**config.mk**
```make
export PLATFORM = sky130hd
export DESIGN_NAME = wb_trace_fifo
export DESIGN_NICKNAME = d
export VERILOG_FILES = /design/src/rtl/trace_defs.sv /design/src/rtl/trace_fifo_2w1r.sv /design/src/rtl/wb_trace_fifo.sv
export SDC_FILE = /design/constraint.sdc
export NUM_CORES = 1
export LEC_CHECK = 0
export ABC_CLOCK_PERIOD_IN_PS = 13100
export CAP_MARGIN = 30
export CORE_MARGIN = 1
export CORE_UTILIZATION = 60
export CTS_BUF_LIST = sky130_fd_sc_hd__clkbuf_16
export DETAILED_ROUTE_END_ITERATION = 10
export PLACE_DENSITY = 0.84
export SETUP_SLACK_MARGIN = 0.5
export SYNTH_ARGS = -nofsm -noshare
export SYNTH_HDL_FRONTEND = slang
export SYNTH_HIERARCHICAL = 1
export SYNTH_SLANG_ARGS = --single-unit
```
**constraint.sdc**
```tcl
create_clock -name clk -period 13.1 [get_ports clk]
set_input_delay 2.62 -clock clk [delete_from_list [all_inputs] [get_ports clk]]
set_output_delay 2.62 -clock clk [all_outputs]
set_load 0.1 [all_outputs]
```
**src/rtl/trace_defs.sv**
```systemverilog
// Shared definitions for the architectural-write trace path: event kinds,
// counter width and the bit layout of one buffered trace entry.
package trace_defs;

  localparam logic EV_GRF = 1'b0;
  localparam logic EV_DM  = 1'b1;

  localparam int ADDR_W = 32;
  localparam int DROP_W = 16;

  // Entry layout, LSB first: data | addr | pc | kind.
  localparam int DATA_LSB = 0;

  function automatic int addr_lsb(input int data_w);
    return DATA_LSB + data_w;
  endfunction

  function automatic int pc_lsb(input int data_w);
    return addr_lsb(data_w) + ADDR_W;
  endfunction

  function automatic int kind_bit(input int pc_w, input int data_w);
    return pc_lsb(data_w) + pc_w;
  endfunction

  function automatic int entry_w(input int pc_w, input int data_w);
    return 1 + pc_w + ADDR_W + data_w;
  endfunction

endpackage

```
**src/rtl/trace_fifo_2w1r.sv**
```systemverilog
// Circular buffer accepting up to two writes and one read per cycle.
// push1 is only meaningful together with push0; wdata0 is the older entry.
module trace_fifo_2w1r #(
  parameter int DEPTH = 8,
  parameter int WIDTH = 97
) (
  input  logic                     clk,
  input  logic                     reset,
  input  logic                     push0,
  input  logic                     push1,
  input  logic [WIDTH-1:0]         wdata0,
  input  logic [WIDTH-1:0]         wdata1,
  input  logic                     pop,
  output logic [WIDTH-1:0]         rdata,
  output logic [$clog2(DEPTH):0]   count
);

  localparam int AW = $clog2(DEPTH);
  localparam int CW = AW + 1;

  logic [WIDTH-1:0] mem [DEPTH];
  logic [AW-1:0]    wr_ptr;
  logic [AW-1:0]    wr_ptr_p1;
  logic [AW-1:0]    rd_ptr;
  logic             do_pop;

  assign wr_ptr_p1 = wr_ptr + AW'(1);
  assign do_pop    = pop && (count != '0);

  // NOTE: the storage array has no reset; only pointers and count define
  // which entries are live, so clearing the data would cost flops for nothing.
  always_ff @(posedge clk) begin
    if (push0) mem[wr_ptr]    <= wdata0;
    if (push1) mem[wr_ptr_p1] <= wdata1;
  end

  // NOTE: sequential state uses non-blocking assignments so every register
  // samples the pre-edge values, independent of statement order.
  always_ff @(posedge clk or negedge reset) begin
    if (!reset) begin
      wr_ptr <= '0;
      rd_ptr <= '0;
      count  <= '0;
    end else begin
      wr_ptr <= wr_ptr + AW'(push0) + AW'(push1);
      rd_ptr <= rd_ptr + AW'(do_pop);
      count  <= count + CW'(push0) + CW'(push1) - CW'(do_pop);
    end
  end

  assign rdata = mem[rd_ptr];

endmodule

```
**src/rtl/wb_trace_fifo.sv**
```systemverilog
// Captures GRF writeback and DM store events from the core, keeps them in
// program order and streams them out one per cycle; drops on overflow.
module wb_trace_fifo
  import trace_defs::*;
#(
  parameter int DEPTH  = 8,
  parameter int PC_W   = 32,
  parameter int DATA_W = 32
) (
  input  logic                     clk,
  input  logic                     reset,
  input  logic                     grf_we,
  input  logic [PC_W-1:0]          grf_pc,
  input  logic [4:0]               grf_addr,
  input  logic [DATA_W-1:0]        grf_wd,
  input  logic                     dm_we,
  input  logic [PC_W-1:0]          dm_pc,
  input  logic [31:0]              dm_addr,
  input  logic [DATA_W-1:0]        dm_wd,
  output logic                     ev_valid,
  input  logic                     ev_ready,
  output logic                     ev_kind,
  output logic [PC_W-1:0]          ev_pc,
  output logic [31:0]              ev_addr,
  output logic [DATA_W-1:0]        ev_data,
  output logic [$clog2(DEPTH):0]   count,
  output logic                     overflow,
  output logic [15:0]              dropped
);

  localparam int AW       = $clog2(DEPTH);
  localparam int CW       = AW + 1;
  localparam int ENTRY_W  = entry_w(PC_W, DATA_W);
  localparam int ADDR_LSB = addr_lsb(DATA_W);
  localparam int PC_LSB   = pc_lsb(DATA_W);
  localparam int KIND_BIT = kind_bit(PC_W, DATA_W);

  logic               grf_cand;
  logic               dm_cand;
  logic [1:0]         n_cand;
  logic [1:0]         n_acc;
  logic [1:0]         n_drop;
  logic [CW-1:0]      free;
  logic               push0;
  logic               push1;
  logic [ENTRY_W-1:0] grf_entry;
  logic [ENTRY_W-1:0] dm_entry;
  logic [ENTRY_W-1:0] wdata0;
  logic [ENTRY_W-1:0] head;
  logic               pop;
  logic [DROP_W:0]    drop_sum;

  // Writes to $0 are architecturally invisible and never traced.
  assign grf_cand = grf_we && (grf_addr != 5'd0);
  assign dm_cand  = dm_we;
  assign n_cand   = {1'b0, grf_cand} + {1'b0, dm_cand};

  // Room is judged on the occupancy at cycle start; a same-cycle pop does not help.
  assign free = CW'(DEPTH) - count;

  // NOTE: n_acc gets a default before any branch so this combinational block
  // cannot infer a latch on a path that skips the assignment.
  always_comb begin
    n_acc = 2'd0;
    if (free >= CW'(2))
      n_acc = n_cand;
    else if (free == CW'(1))
      n_acc = (n_cand != 2'd0) ? 2'd1 : 2'd0;
  end

  assign n_drop = n_cand - n_acc;
  assign push0  = (n_acc != 2'd0);
  assign push1  = (n_acc == 2'd2);

  assign grf_entry = {EV_GRF, grf_pc, {(ADDR_W-5){1'b0}}, grf_addr, grf_wd};
  assign dm_entry  = {EV_DM, dm_pc, dm_addr, dm_wd};

  // The WB instruction is older than the MEM one, so GRF always goes first.
  assign wdata0 = grf_cand ? grf_entry : dm_entry;

  assign ev_valid = (count != '0);
  assign pop      = ev_valid && ev_ready;

  trace_fifo_2w1r #(
    .DEPTH (DEPTH),
    .WIDTH (ENTRY_W)
  ) u_fifo (
    .clk    (clk),
    .reset  (reset),
    .push0  (push0),
    .push1  (push1),
    .wdata0 (wdata0),
    .wdata1 (dm_entry),
    .pop    (pop),
    .rdata  (head),
    .count  (count)
  );

  // Drop accounting saturates instead of wrapping so a long overrun stays visible.
  assign drop_sum = {1'b0, dropped} + (DROP_W+1)'(n_drop);

  always_ff @(posedge clk or negedge reset) begin
    if (!reset) begin
      overflow <= 1'b0;
      dropped  <= '0;
    end else if (n_drop != 2'd0) begin
      overflow <= 1'b1;
      dropped  <= drop_sum[DROP_W] ? {DROP_W{1'b1}} : drop_sum[DROP_W-1:0];
    end
  end

  // Fields read as zero while empty so stale storage never leaks out.
  always_comb begin
    ev_kind = 1'b0;
    ev_pc   = '0;
    ev_addr = '0;
    ev_data = '0;
    if (ev_valid) begin
      ev_kind = head[KIND_BIT];
      ev_pc   = head[PC_LSB +: PC_W];
      ev_addr = head[ADDR_LSB +: ADDR_W];
      ev_data = head[DATA_LSB +: DATA_W];
    end
  end

endmodule
```
==> qor.log, run 1 <==
qor: pwr.intPower 7240 uW
qor: worst_setup_path.critical_path_cell_list clkdlybuf4s50_1, or4_1, o21ai_4, buf_4, ha_1, inv_1, and3_1, nand2_1, nor3_4, buf_4, o21bai_4, buf_4, buf_4
qor: synthesis.postSynthRegisterBits 803
qor: pwr.leakage 0.0168 uW
qor: worst_hold_path.timing.hold.worst_path_depth 1
qor: grt.number_of_global_route_vias_before_repair 26000
qor: cells_and_area.postLayoutCoreUtil 70.9%
qor: die.placement_rows 96
qor: grt.met1_usage 40.2%
qor: worst_setup_path.r2r_start u_fifo/count[0]$_DFF_PN0_
qor: worst_setup_path.cp_max_fo 53
qor: clock_network.htree_levels 3
qor: synthesis.synth-xor-area-share 0.203%
qor: drt.drc 0
qor: synthesis.synth_compound_area_share 0.547%
qor: timing.setup-tns-final 0 ns
qor: synthesis.seq_area_frac_synth 57.2%
qor: pwr.irDropWorstVdd 0.316 mV
qor: grt.grt_max_degree 98
qor: worst_setup_path.critPathKind in -> reg
qor: worst_setup_path.worst_ep_required_time 13.34 ns
qor: worst_setup_path.reg2regPathDepth 12
qor: die.die_width 266 um
qor: die.chipHeight 266 um
qor: worst_setup_path.crit_arrival 8.23 ns
qor: timing.timing.hold.ws 0.485 ns
qor: drt.avgViaCountPerCell 6.46
qor: synthesis.ys_types 59
qor: synthesis.synth-edff-count 776
qor: clock_network.insertion_delay 0.62 ns
qor: grt.use_met2 52.2%
qor: timing.worst_slew_margin_rel 28.7%
qor: worst_setup_path.crit_path_max_incr_delay 0.80 ns
qor: drt.detailroute.via_count 24700
qor: die.core 68800 um2
qor: synthesis.syn_avg_cell_area 16.5 um2
qor: worst_hold_path.hold_path_class reg -> reg
qor: synthesis.ys_warn_count 6
qor: placed_design.numPortBuffers 288
qor: worst_setup_path.worst_path_max_delay_cell sky130_fd_sc_hd__buf_4
qor: grt.busiest_layer met2
qor: clock_network.cts_sinks 803
qor: cells_and_area.drive_above_1_share 40.8%
qor: worst_setup_path.reg2reg_capture_point u_fifo/mem[7][72]$_DFFE_PP_
qor: grt.grt_first_pass_wirelength 160000 um
qor: grt.overflow 0
qor: drt.wire_per_inst 28.0 um
qor: cells_and_area.final_net_count 3008
qor: timing.max_freq 125 MHz
qor: synthesis.post_synth_fa_ha_maj_area_fraction 0.669%
qor: drt.count_of_antenna_violating_nets_left_after_detailed_routing 0
qor: timing.slew_violations 0
qor: synthesis.synth-simple-area-share 4.93%
qor: clock_network.tritoncts done
qor: die.start_util 60.9%
qor: grt.antenna_found_initial 9
qor: drt.wl 107000 um
qor: timing.timing_worst_slew_pin_value 1.07 ns
qor: placed_design.total_instance_count_after_detailed_placement 3660
qor: worst_setup_path.setup.worst_path.start grf_addr[1]
qor: clock_network.inserted_clock_buffers 84
qor: worst_setup_path.worst-r2r-setup-slack 7.78 ns
qor: synthesis.post_synth_mux_area_share 34.2%
qor: timing.fin_skew 0.0131 ns
qor: run_status.status finished clean
qor: worst_setup_path.timing.critical_path.mode_cell sky130_fd_sc_hd__buf_4
qor: placed_design.gp_routability_congestion 0.816
qor: placed_design.placement.setup.worst_slack 4.47 ns
qor: pwr.switching_share 43.9%
qor: placed_design.detailed_place_hpwl 58300 um
qor: pwr.power.share.clock 18.0%
qor: synthesis.most_used_flip_flop_cell_after_synthesis sky130_fd_sc_hd__edfxtp_1
qor: worst_hold_path.worstHoldStart overflow$_DFFE_PN0P_
qor: worst_hold_path.timing.hold.worst_endpoint overflow$_DFFE_PN0P_
qor: pwr.power_frac_seq 30.2%
qor: worst_setup_path.start_kind primary input
qor: grt.global_route.usage.total 30.3%
qor: pwr.net-switching-power 5660 uW
qor: cells_and_area.layoutNonFillerInstCount 3822
qor: cells_and_area.layout.cells.most_common_list sky130_fd_sc_hd__edfxtp_1, sky130_fd_sc_hd__mux2_2, sky130_fd_sc_hd__clkdlybuf4s50_1
qor: timing.hold_viol_final 0
qor: clock_network.post-cts-setup-buffer-count 0
qor: clock_network.clkTransAtPathRegs 0.06 ns
qor: clock_network.cts.path.max_buffers 3
qor: timing.layout_worst_path_cycle_share 60.9%
qor: synthesis.netlist_instances 2544
qor: timing.final-setup-viol-count 0
qor: cells_and_area.commonest_non_fill_non_tap_cell_in_the_layout sky130_fd_sc_hd__edfxtp_1
qor: synthesis.largest_family_of_logic_cells_by_synthesized_area multiplexers
qor: flow_run.max_capacitance_violation_count 0
qor: timing.shortest_clock_period_the_worst_path_allows_after_layout 7.98 ns
qor: pwr.share_comb_of_total_power 51.8%
qor: timing.grt_setup_unrepaired false
qor: drt.number_of_optimization_iterations_in_the_first_detailed_route_pass 5
qor: cells_and_area.syn_to_final_growth 16.5%
qor: worst_setup_path.cp-end-kind flop
qor: synthesis.asyncSetResetFlopFracSynth 3.36%
qor: clock_network.hold_buffers 0
qor: synthesis.synth_area 41900 um2
qor: grt.gr-usage-met3 4.45%
qor: drt.drt_iter0_markers 2375
qor: clock_network.cts.root.buffer_cell sky130_fd_sc_hd__clkbuf_16
qor: die.design.die.area 70900 um2
qor: clock_network.cts_resized 0
qor: die.ios 289
qor: timing.final.setup.worst_slack 5.12 ns
qor: pwr.power_density 264 nW/um2
per-layer routing:
layer | wire length, um | share of wire (%) | vias up
met4 | 2280 | 2.1 | 10
li1 | - | - | 10600
met5 | 57 | 0.053 | -
met2 | 54400 | 51 | 1084
met3 | 7600 | 7.1 | 173
met1 | 42600 | 40 | 12900
power groups by stage:
stage	logic [uW]	registers, uW	clock network [uW]
5_1_grt	6900	3950	2430
2_1_floorplan	4720	4080	0
6_report	6680	3900	2310
3_5_place_dp	6650	3950	0
4_1_cts	6680	3900	2340
3_3_place_gp	6370	3900	0
cell families (layout without fill, tap and decap cells):
group	count (synthesis)	after routing
adder cells (fa/ha/maj)	20	20
multiplexers	1078	1078
buffers and inverters	190	524
flip-flops	803	803
XOR/XNOR	8	8
other	1	14
AO/OA/AOI/OAI	29	29
AND/OR/NAND/NOR	415	415
worst max path at each step:
stage	endpoint	slack [ns]	cells past startpoint
finish	u_fifo/mem[7][72]$_DFFE_PP_	5.12	13
global route	u_fifo/mem[3][67]$_DFFE_PP_	4.93	14
CTS	u_fifo/mem[3][67]$_DFFE_PP_	5.13	13
detailed placement	u_fifo/mem[3][68]$_DFFE_PP_	4.47	13
global placement	u_fifo/mem[3][68]$_DFFE_PP_	4.54	13
floorplan	u_fifo/mem[0][0]$_DFFE_PP_	0.77	9
layout make-up:
| cell class | instances | area [um2] |
|---|---|---|
| Sequential cell | 803 | 24000 |
| Fill cell | 4314 | 20000 |
| Multi-Input combinational cell | 1558 | 17200 |
| Timing Repair Buffer | 350 | 3680 |
| Clock buffer | 86 | 2150 |
| Tap cell | 931 | 1160 |
| Clock inverter | 67 | 489 |
| Inverter | 21 | 78.8 |
| Antenna cell | 6 | 15.0 |
cell usage after synthesis, drive strengths merged (4+ instances only):
cell | n | area (um2)
dfrtp | 27 | 676
nor3 | 9 | 80.1
buf | 116 | 622
nor2 | 18 | 67.6
ha | 16 | 200
o22ai | 4 | 25.0
nand2 | 229 | 860
fa | 4 | 80.1
edfxtp | 776 | 23300
nand3 | 7 | 40.0
a2bb2oi | 4 | 35.0
nand2b | 4 | 25.0
nor3b | 4 | 40.0
mux4 | 194 | 4370
xor2 | 5 | 51.3
a211oi | 5 | 57.6
o21ai | 4 | 23.8
inv | 21 | 78.8
and2 | 28 | 175
mux2 | 882 | 9950
nor2b | 99 | 619
clkbuf | 53 | 199
metrics by stage:
stage,power (uW),area [um2]
2_1_floorplan,8800,41900
3_3_place_gp,10300,45700
3_5_place_dp,10600,46000
4_1_cts,12900,48700
5_1_grt,13300,48800
6_report,12900,48800
worst max-delay path, delay by kind of cell:
family | cells | cell delay (ns)
adder cells (fa/ha/maj) | 1 | 0.34
buffers and inverters | 6 | 3.22
AND/OR/NAND/NOR | 4 | 1.28
AO/OA/AOI/OAI | 2 | 0.62
registers in the layout (all words and copies together), names as in the netlist:
name	count
u_fifo/rd_ptr	3
u_fifo/count	4
u_fifo/mem	776
dropped	16
overflow	1
u_fifo/wr_ptr	3
(Power assumes the default switching activity.)
==> run 2, diff against run 1 <==
- ABC_CLOCK_PERIOD_IN_PS: 13100 -> 7100
- CORE_UTILIZATION: 60 -> 54
- PLACE_DENSITY: 0.84 -> 0.8
- clock period: 13.1 -> 7.1 ns (I/O delays scaled with it)
==> run 2 against run 1 <==
Effect of this change: clock skew up 0.0027 ns; count of clock-buffer cells in the layout shrank 1; total power rose by 86%; worst hold slack worse by 0.0068 ns; via count is 0.11% lower; sequential cell count is the same; core utilization shrank 6.3 points; clock power rose by 91%; sequential share of layout area fell by 0.48 points; sequential power is 84% higher; first-iteration DRC count shrank 2.9%; critical path depth shrank 7.
==> qor.log, run 2 (synthesis gave the netlist of run 1 again) <==
qor: die.chipHeight 281 um [+5.4%]
qor: clock_network.cts.path.max_buffers 3 [unchanged]
qor: clock_network.inserted_clock_buffers 85 [+1.2%]
qor: timing.final.setup.worst_slack 1.59 ns [-3.53 ns]
qor: worst_setup_path.cp_max_fo 36 [-32%]
qor: worst_setup_path.worst-r2r-setup-slack 2.82 ns [-4.96 ns]
qor: placed_design.placement.setup.worst_slack 1.36 ns [-3.11 ns]
qor: pwr.irDropWorstVdd 0.512 mV [+62%]
qor: worst_setup_path.reg2regPathDepth 15 [+3]
qor: drt.number_of_optimization_iterations_in_the_first_detailed_route_pass 5 [unchanged]
qor: cells_and_area.layout.cells.most_common_list sky130_fd_sc_hd__edfxtp_1, sky130_fd_sc_hd__mux2_2, sky130_fd_sc_hd__clkdlybuf4s50_1
qor: worst_setup_path.cp-end-kind output port
qor: timing.slew_violations 0 [unchanged]
qor: clock_network.post-cts-setup-buffer-count 0 [unchanged]
qor: worst_hold_path.hold_path_class reg -> reg
qor: timing.worst_slew_margin_rel 30.0% [+1.3 points]
qor: timing.fin_skew 0.0158 ns [+0.00269 ns]
qor: run_status.status finished clean
qor: clock_network.clkTransAtPathRegs 0.06 ns [about the same]
qor: clock_network.cts_sinks 803 [unchanged]
qor: cells_and_area.layoutNonFillerInstCount 3926 [+2.7%]
qor: worst_setup_path.critPathKind reg -> out
qor: drt.drc 0 [unchanged]
qor: clock_network.htree_levels 3 [unchanged]
qor: worst_setup_path.crit_arrival 4.09 ns [-4.14 ns]
qor: drt.detailroute.via_count 24700 [-0.11%]
qor: timing.timing_worst_slew_pin_value 1.05 ns [-0.0226 ns]
qor: cells_and_area.commonest_non_fill_non_tap_cell_in_the_layout sky130_fd_sc_hd__edfxtp_1
qor: timing.grt_setup_unrepaired false
qor: grt.global_route.usage.total 27.8% [-2.5 points]
qor: grt.grt_first_pass_wirelength 163000 um [+1.4%]
qor: drt.drt_iter0_markers 2306 [-2.9%]
qor: drt.wire_per_inst 27.8 um [-0.61%]
qor: placed_design.detailed_place_hpwl 60000 um [+2.9%]
qor: pwr.leakage 0.0170 uW [+0.64%]
qor: cells_and_area.final_net_count 3013 [+0.17%]
qor: pwr.switching_share 44.2% [+0.31 points]
qor: flow_run.max_capacitance_violation_count 0 [unchanged]
qor: clock_network.insertion_delay 0.65 ns [+0.03 ns]
qor: drt.wl 109000 um [+2.1%]
qor: timing.hold_viol_final 0 [unchanged]
qor: timing.max_freq 181 MHz
qor: worst_setup_path.worst_ep_required_time 5.68 ns [-7.66 ns]
qor: clock_network.cts.root.buffer_cell sky130_fd_sc_hd__clkbuf_16
qor: clock_network.hold_buffers 0 [unchanged]
qor: worst_hold_path.timing.hold.worst_endpoint overflow$_DFFE_PN0P_
qor: grt.grt_max_degree 98 [unchanged]
qor: grt.overflow 0 [unchanged]
qor: timing.shortest_clock_period_the_worst_path_allows_after_layout 5.51 ns
qor: cells_and_area.max_flop_register u_fifo/mem
qor: cells_and_area.largest_register_ff_count 776 [unchanged]
qor: cells_and_area.syn_to_final_growth 17.6%
qor: die.core 76300 um2 [+11%]
qor: drt.avgViaCountPerCell 6.28 [-2.8%]
qor: worst_setup_path.reg2reg_capture_point dropped[13]$_DFFE_PN0P_
qor: clock_network.cts_resized 0 [unchanged]
qor: cells_and_area.drive_above_1_share 41.0% [+0.23 points]
qor: pwr.intPower 13400 uW [+85%]
qor: timing.layout_worst_path_cycle_share 77.7%
qor: worst_hold_path.timing.hold.worst_path_depth 1 [unchanged]
qor: die.design.die.area 78700 um2 [+11%]
qor: timing.timing.hold.ws 0.478 ns [-0.00681 ns]
qor: die.die_width 281 um [+5.4%]
qor: die.placement_rows 101 [+5.2%]
qor: pwr.power_density 486 nW/um2 [+84%]
qor: placed_design.total_instance_count_after_detailed_placement 3766 [+2.9%]
qor: drt.count_of_antenna_violating_nets_left_after_detailed_routing 0 [unchanged]
qor: pwr.power_frac_seq 30.0% [-0.2 points]
qor: worst_hold_path.worstHoldStart overflow$_DFFE_PN0P_
qor: placed_design.numPortBuffers 288 [unchanged]
qor: placed_design.gp_routability_congestion 0.778 [-4.7%]
qor: cells_and_area.filler_cell_count 5295 [+23%]
qor: cells_and_area.largestRegisters u_fifo/mem: 776 flops, dropped: 16 flops, u_fifo/count: 4 flops
qor: die.start_util 54.9% [-6.0 points]
qor: pwr.net-switching-power 10600 uW [+87%]
qor: timing.final-setup-viol-count 0 [unchanged]
qor: grt.number_of_global_route_vias_before_repair 26200 [+0.73%]
qor: die.ios 289 [unchanged]
qor: cells_and_area.postLayoutCoreUtil 64.6% [-6.3 points]
qor: pwr.share_comb_of_total_power 51.6% [-0.2 points]
qor: worst_setup_path.start_kind flop
qor: pwr.power.share.clock 18.4% [+0.4 points]
qor: clock_network.tritoncts done
qor: worst_setup_path.r2r_start u_fifo/count[0]$_DFF_PN0_
qor: grt.antenna_found_initial 10 [+1]
==> run 2: cell types whose count changed in the layout (fill, tap and decap cells not counted), moves of 2 or more <==
cell	delta
sky130_fd_sc_hd__buf_12	+18
sky130_fd_sc_hd__buf_4	-13
sky130_fd_sc_hd__inv_1	-5
sky130_fd_sc_hd__inv_16	+3
sky130_fd_sc_hd__clkinv_1	+2
sky130_fd_sc_hd__clkinv_16	+2
==> run 2: metrics by stage <==
step | power, uW | cell area [um2] | setup TNS (ns)
after detailed placement | 19600 | 46500 | 0
after global routing | 24700 | 49300 | 0
after floorplan | 16100 | 41900 | -334.15
after global placement | 19100 | 46100 | 0
after CTS | 24100 | 49300 | 0
final | 24000 | 49300 | 0
==> run 2: final cells by class <==
type / instances / area [um2] / area share [%]
multi-input cells: 1558 / 17200 / 34.9
well taps: 1030 / 1290 / 2.62
repair buffers: 354 / 3920 / 7.95
diodes: 5 / 12.5 / 0.0254
inverters: 21 / 80.1 / 0.163
clock buffers: 85 / 2130 / 4.32
flip-flops and latches: 803 / 24000 / 48.7
clock inverters: 70 / 642 / 1.30
==> run 2: metal layers <==
layer	vias to the layer above	share of wire [%]	track usage, %
li1	10600	-	-
met1	12900	40	36.3
met2	1039	51	48.0
met3	174	7.0	4.65
met4	12	2.1	7.51
met5	-	0.071	0
==> run 2: how the worst max path moves through the flow <==
stage / startpoint / end / slack (ns) / cells past startpoint
finish: u_fifo/rd_ptr[0]$_DFF_PN0_ / ev_data[28] / 1.59 / 6
global route: u_fifo/rd_ptr[0]$_DFF_PN0_ / ev_data[28] / 1.46 / 6
CTS: u_fifo/rd_ptr[0]$_DFF_PN0_ / ev_data[28] / 1.53 / 6
detailed placement: grf_addr[1] / dropped[13]$_DFFE_PN0P_ / 1.36 / 14
global placement: grf_addr[1] / u_fifo/mem[5][67]$_DFFE_PP_ / 1.43 / 10
floorplan: grf_addr[1] / u_fifo/mem[2][0]$_DFFE_PP_ / -1.48 / 8
==> run 2: worst max-delay path: stages, from the launching register on <==
cell,delay [ns]
sky130_fd_sc_hd__dfrtp_4,0.69
sky130_fd_sc_hd__buf_16,0.31
sky130_fd_sc_hd__buf_12,0.34
sky130_fd_sc_hd__mux4_2,0.55
sky130_fd_sc_hd__mux2_2,0.28
sky130_fd_sc_hd__nor2b_1,0.19
sky130_fd_sc_hd__clkdlybuf4s50_1,1.01
==> run 2: power groups by stage <==
stage | clock (uW) | sequential (uW) | combinational (uW)
4_1_cts | 4470 | 7180 | 12400
6_report | 4410 | 7170 | 12400
5_1_grt | 4630 | 7270 | 12800
3_5_place_dp | 0 | 7280 | 12400
2_1_floorplan | 0 | 7390 | 8730
3_3_place_gp | 0 | 7360 | 11800
==> run 3, diff against run 2 <==
- ABC_CLOCK_PERIOD_IN_PS: 7100 -> 5100
- CORE_UTILIZATION: 54 -> 60
- PLACE_DENSITY: 0.8 -> 0.84
- clock period: 7.1 -> 5.1 ns (I/O delays scaled with it)
==> run 3 against run 2 <==
Effect of this change: wire length down 2.1%; worst hold slack gained 0.010 ns; clock power up 39%; core utilization is 7.1 points higher; clock skew fell by 0.0030 ns; global-route usage increased by 2.5 points; highest routed layer unchanged; sequential share of layout area is 0.051 points lower; total power increased by 37%; final area rose by 0.10%; combinational power rose by 35%; largest cell class unchanged.
==> qor.log, run 3 (synthesis gave the netlist of run 1 again) <==
qor: die.die_width 266 um [-5.1%]
qor: drt.detailroute.via_count 24600 [-0.19%]
qor: worst_setup_path.worst-r2r-setup-slack 1.24 ns [-1.58 ns]
qor: clock_network.cts_sinks 803 [unchanged]
qor: cells_and_area.postLayoutCoreUtil 71.7% [+7.1 points]
qor: timing.layout_worst_path_cycle_share 87.7%
qor: cells_and_area.final_net_count 3039 [+0.86%]
qor: worst_setup_path.cp-end-kind output port
qor: worst_setup_path.r2r_start u_fifo/count[0]$_DFF_PN0_
qor: drt.drc 0 [unchanged]
qor: cells_and_area.filler_cell_count 4167 [-21%]
qor: die.chipHeight 266 um [-5.1%]
qor: pwr.power.total 32800 uW [+37%]
qor: grt.antenna_found_initial 14 [+4]
qor: cells_and_area.largest_register_ff_count 776 [unchanged]
qor: worst_setup_path.worst_ep_required_time 4.08 ns [-1.60 ns]
qor: timing.max_freq 224 MHz
qor: worst_setup_path.critical_path_cell_list mux2_2, nor2b_1, clkdlybuf4s50_1
qor: drt.number_of_optimization_iterations_in_the_first_detailed_route_pass 5 [unchanged]
qor: cells_and_area.max_flop_register u_fifo/mem
qor: pwr.leakage 0.0172 uW [+1.7%]
qor: timing.shortest_clock_period_the_worst_path_allows_after_layout 4.47 ns
qor: clock_network.cts.root.buffer_cell sky130_fd_sc_hd__clkbuf_16
qor: drt.wl 107000 um [-2.1%]
qor: grt.gr-usage-met3 5.21% [+0.56 points]
qor: pwr.power_density 665 nW/um2 [+37%]
qor: worst_setup_path.cp_max_fo 45 [+25%]
qor: placed_design.detailed_place_hpwl 61000 um [+1.7%]
qor: timing.final-setup-viol-count 0 [unchanged]
qor: placed_design.numPortBuffers 288 [unchanged]
qor: clock_network.tritoncts done
qor: die.design.die.area 70900 um2 [-9.9%]
qor: run_status.status finished clean
qor: worst_setup_path.reg2regPathDepth 15 [unchanged]
qor: grt.overflow 0 [unchanged]
qor: cells_and_area.commonest_non_fill_non_tap_cell_in_the_layout sky130_fd_sc_hd__edfxtp_1
qor: die.core 68800 um2 [-9.8%]
qor: timing.worst_slew_margin_rel 33.3% [+3.3 points]
qor: worst_setup_path.start_kind flop
qor: timing.hold_viol_final 0 [unchanged]
qor: placed_design.gp_routability_congestion 0.815 [+4.8%]
qor: clock_network.hold_buffers 0 [unchanged]
qor: grt.number_of_global_route_vias_before_repair 26100 [-0.27%]
qor: timing.slew_violations 0 [unchanged]
qor: clock_network.insertion_delay 0.64 ns [about the same]
qor: timing.timing.hold.ws 0.488 ns [+0.0101 ns]
qor: flow_run.max_capacitance_violation_count 0 [unchanged]
qor: grt.busiest_layer met2
qor: cells_and_area.syn_to_final_growth 17.8%
qor: worst_hold_path.hold_path_class reg -> reg
qor: worst_hold_path.worstHoldStart overflow$_DFFE_PN0P_
qor: worst_setup_path.reg2reg_capture_point dropped[11]$_DFFE_PN0P_
qor: cells_and_area.largestRegisters u_fifo/mem: 776 flops, dropped: 16 flops, u_fifo/count: 4 flops
qor: grt.met1_usage 39.8% [+3.5 points]
qor: worst_setup_path.bufs_and_invs_on_worst_path 1 [-2]
qor: timing.fin_skew 0.0128 ns [-0.00303 ns]
qor: worst_setup_path.setup.worst_path.start u_fifo/rd_ptr[2]$_DFF_PN0_
qor: grt.grt_first_pass_wirelength 160000 um [-1.9%]
qor: grt.grt_max_degree 76 [-22%]
qor: clock_network.htree_levels 3 [unchanged]
qor: drt.drt_iter0_markers 2325 [+0.82%]
qor: worst_setup_path.crit_arrival 3.45 ns [-0.64 ns]
qor: cells_and_area.drive_above_1_share 44.3% [+3.3 points]
qor: worst_setup_path.worst_path_dominant_cell_family buffers and inverters
qor: pwr.irDropWorstVdd 0.800 mV [+56%]
qor: grt.global_route.usage.total 30.3% [+2.5 points]
qor: worst_setup_path.critPathKind reg -> out
qor: cells_and_area.layout.cells.most_common_list sky130_fd_sc_hd__edfxtp_1, sky130_fd_sc_hd__mux2_2, sky130_fd_sc_hd__nand2_1
qor: worst_setup_path.crit_path_max_incr_delay 1.21 ns [+0.20 ns]
qor: clock_network.inserted_clock_buffers 84 [-1.2%]
qor: die.start_util 60.9% [+6.0 points]
qor: drt.wire_per_inst 27.7 um [-0.28%]
qor: drt.avgViaCountPerCell 6.39 [+1.7%]
qor: clock_network.cts.path.max_buffers 3 [unchanged]
qor: worst_hold_path.timing.hold.worst_path_depth 1 [unchanged]
qor: grt.use_met2 51.2% [+3.2 points]
qor: timing.timing_worst_slew_pin_value 0.998 ns [-0.0488 ns]
qor: die.ios 289 [unchanged]
qor: clock_network.clkTransAtPathRegs 0.06 ns [about the same]
qor: die.placement_rows 96 [-5.0%]
qor: timing.grt_setup_unrepaired false
qor: drt.count_of_antenna_violating_nets_left_after_detailed_routing 0 [unchanged]
qor: worst_hold_path.timing.hold.worst_endpoint overflow$_DFFE_PN0P_
qor: worst_setup_path.worst_path_max_delay_cell sky130_fd_sc_hd__clkdlybuf4s50_1
-- run 3: area by class of cell --
cell class                 instances  area (um2)  share of cell area, %
clock buffer                      87        2180                   4.41
timing repair buffer             381        4080                   8.27
sequential                       803       24000                   48.6
clock inverter                    64         551                   1.12
tap                              931        1160                   2.36
antenna                            9        22.5                 0.0457
inverter                          21        78.8                  0.160
multi-input combinational       1558       17300                   35.0
-- run 3: how the worst max path moves through the flow --
stage,slack [ns],endpoint,cells past startpoint
after detailed placement,0.17,dropped[14]$_DFFE_PN0P_,15
after global routing,0.58,ev_data[5],6
after global placement,0.19,dropped[14]$_DFFE_PN0P_,15
after floorplan,-0.31,u_fifo/mem[1][0]$_DFFE_PP_,9
after CTS,0.51,ev_data[13],5
final,0.63,ev_data[30],3
-- run 3: power by group --
group	switching, uW	total, uW	internal [uW]
Combinational	11300	16700	5380
Sequential	642	9990	9350
Clock	2540	6120	3580
-- run 3: per-layer routing --
layer	routed length (um)	share of wire, %
met5	67	0.063
met3	8170	7.6
met4	2970	2.8
met2	53700	50
met1	42000	39
-- run 3: what timing repair did --
item                                    CTS  global route
endpoints found under the setup margin   26             4
endpoints found under the hold margin     0             0
setup buffers                             1             0
gates resized for setup                  12             4
-- run 3: metrics by stage --
step	area [um2]	setup TNS, ns	worst slack (ns)	instances
2_1_floorplan	42100	-46.42	-0.313	2551
3_3_place_gp	46500	0	0.193	3690
3_5_place_dp	46600	0	0.174	3693
4_1_cts	49300	0	0.507	3845
5_1_grt	49300	0	0.584	3852
6_report	49300	0	0.630	3854
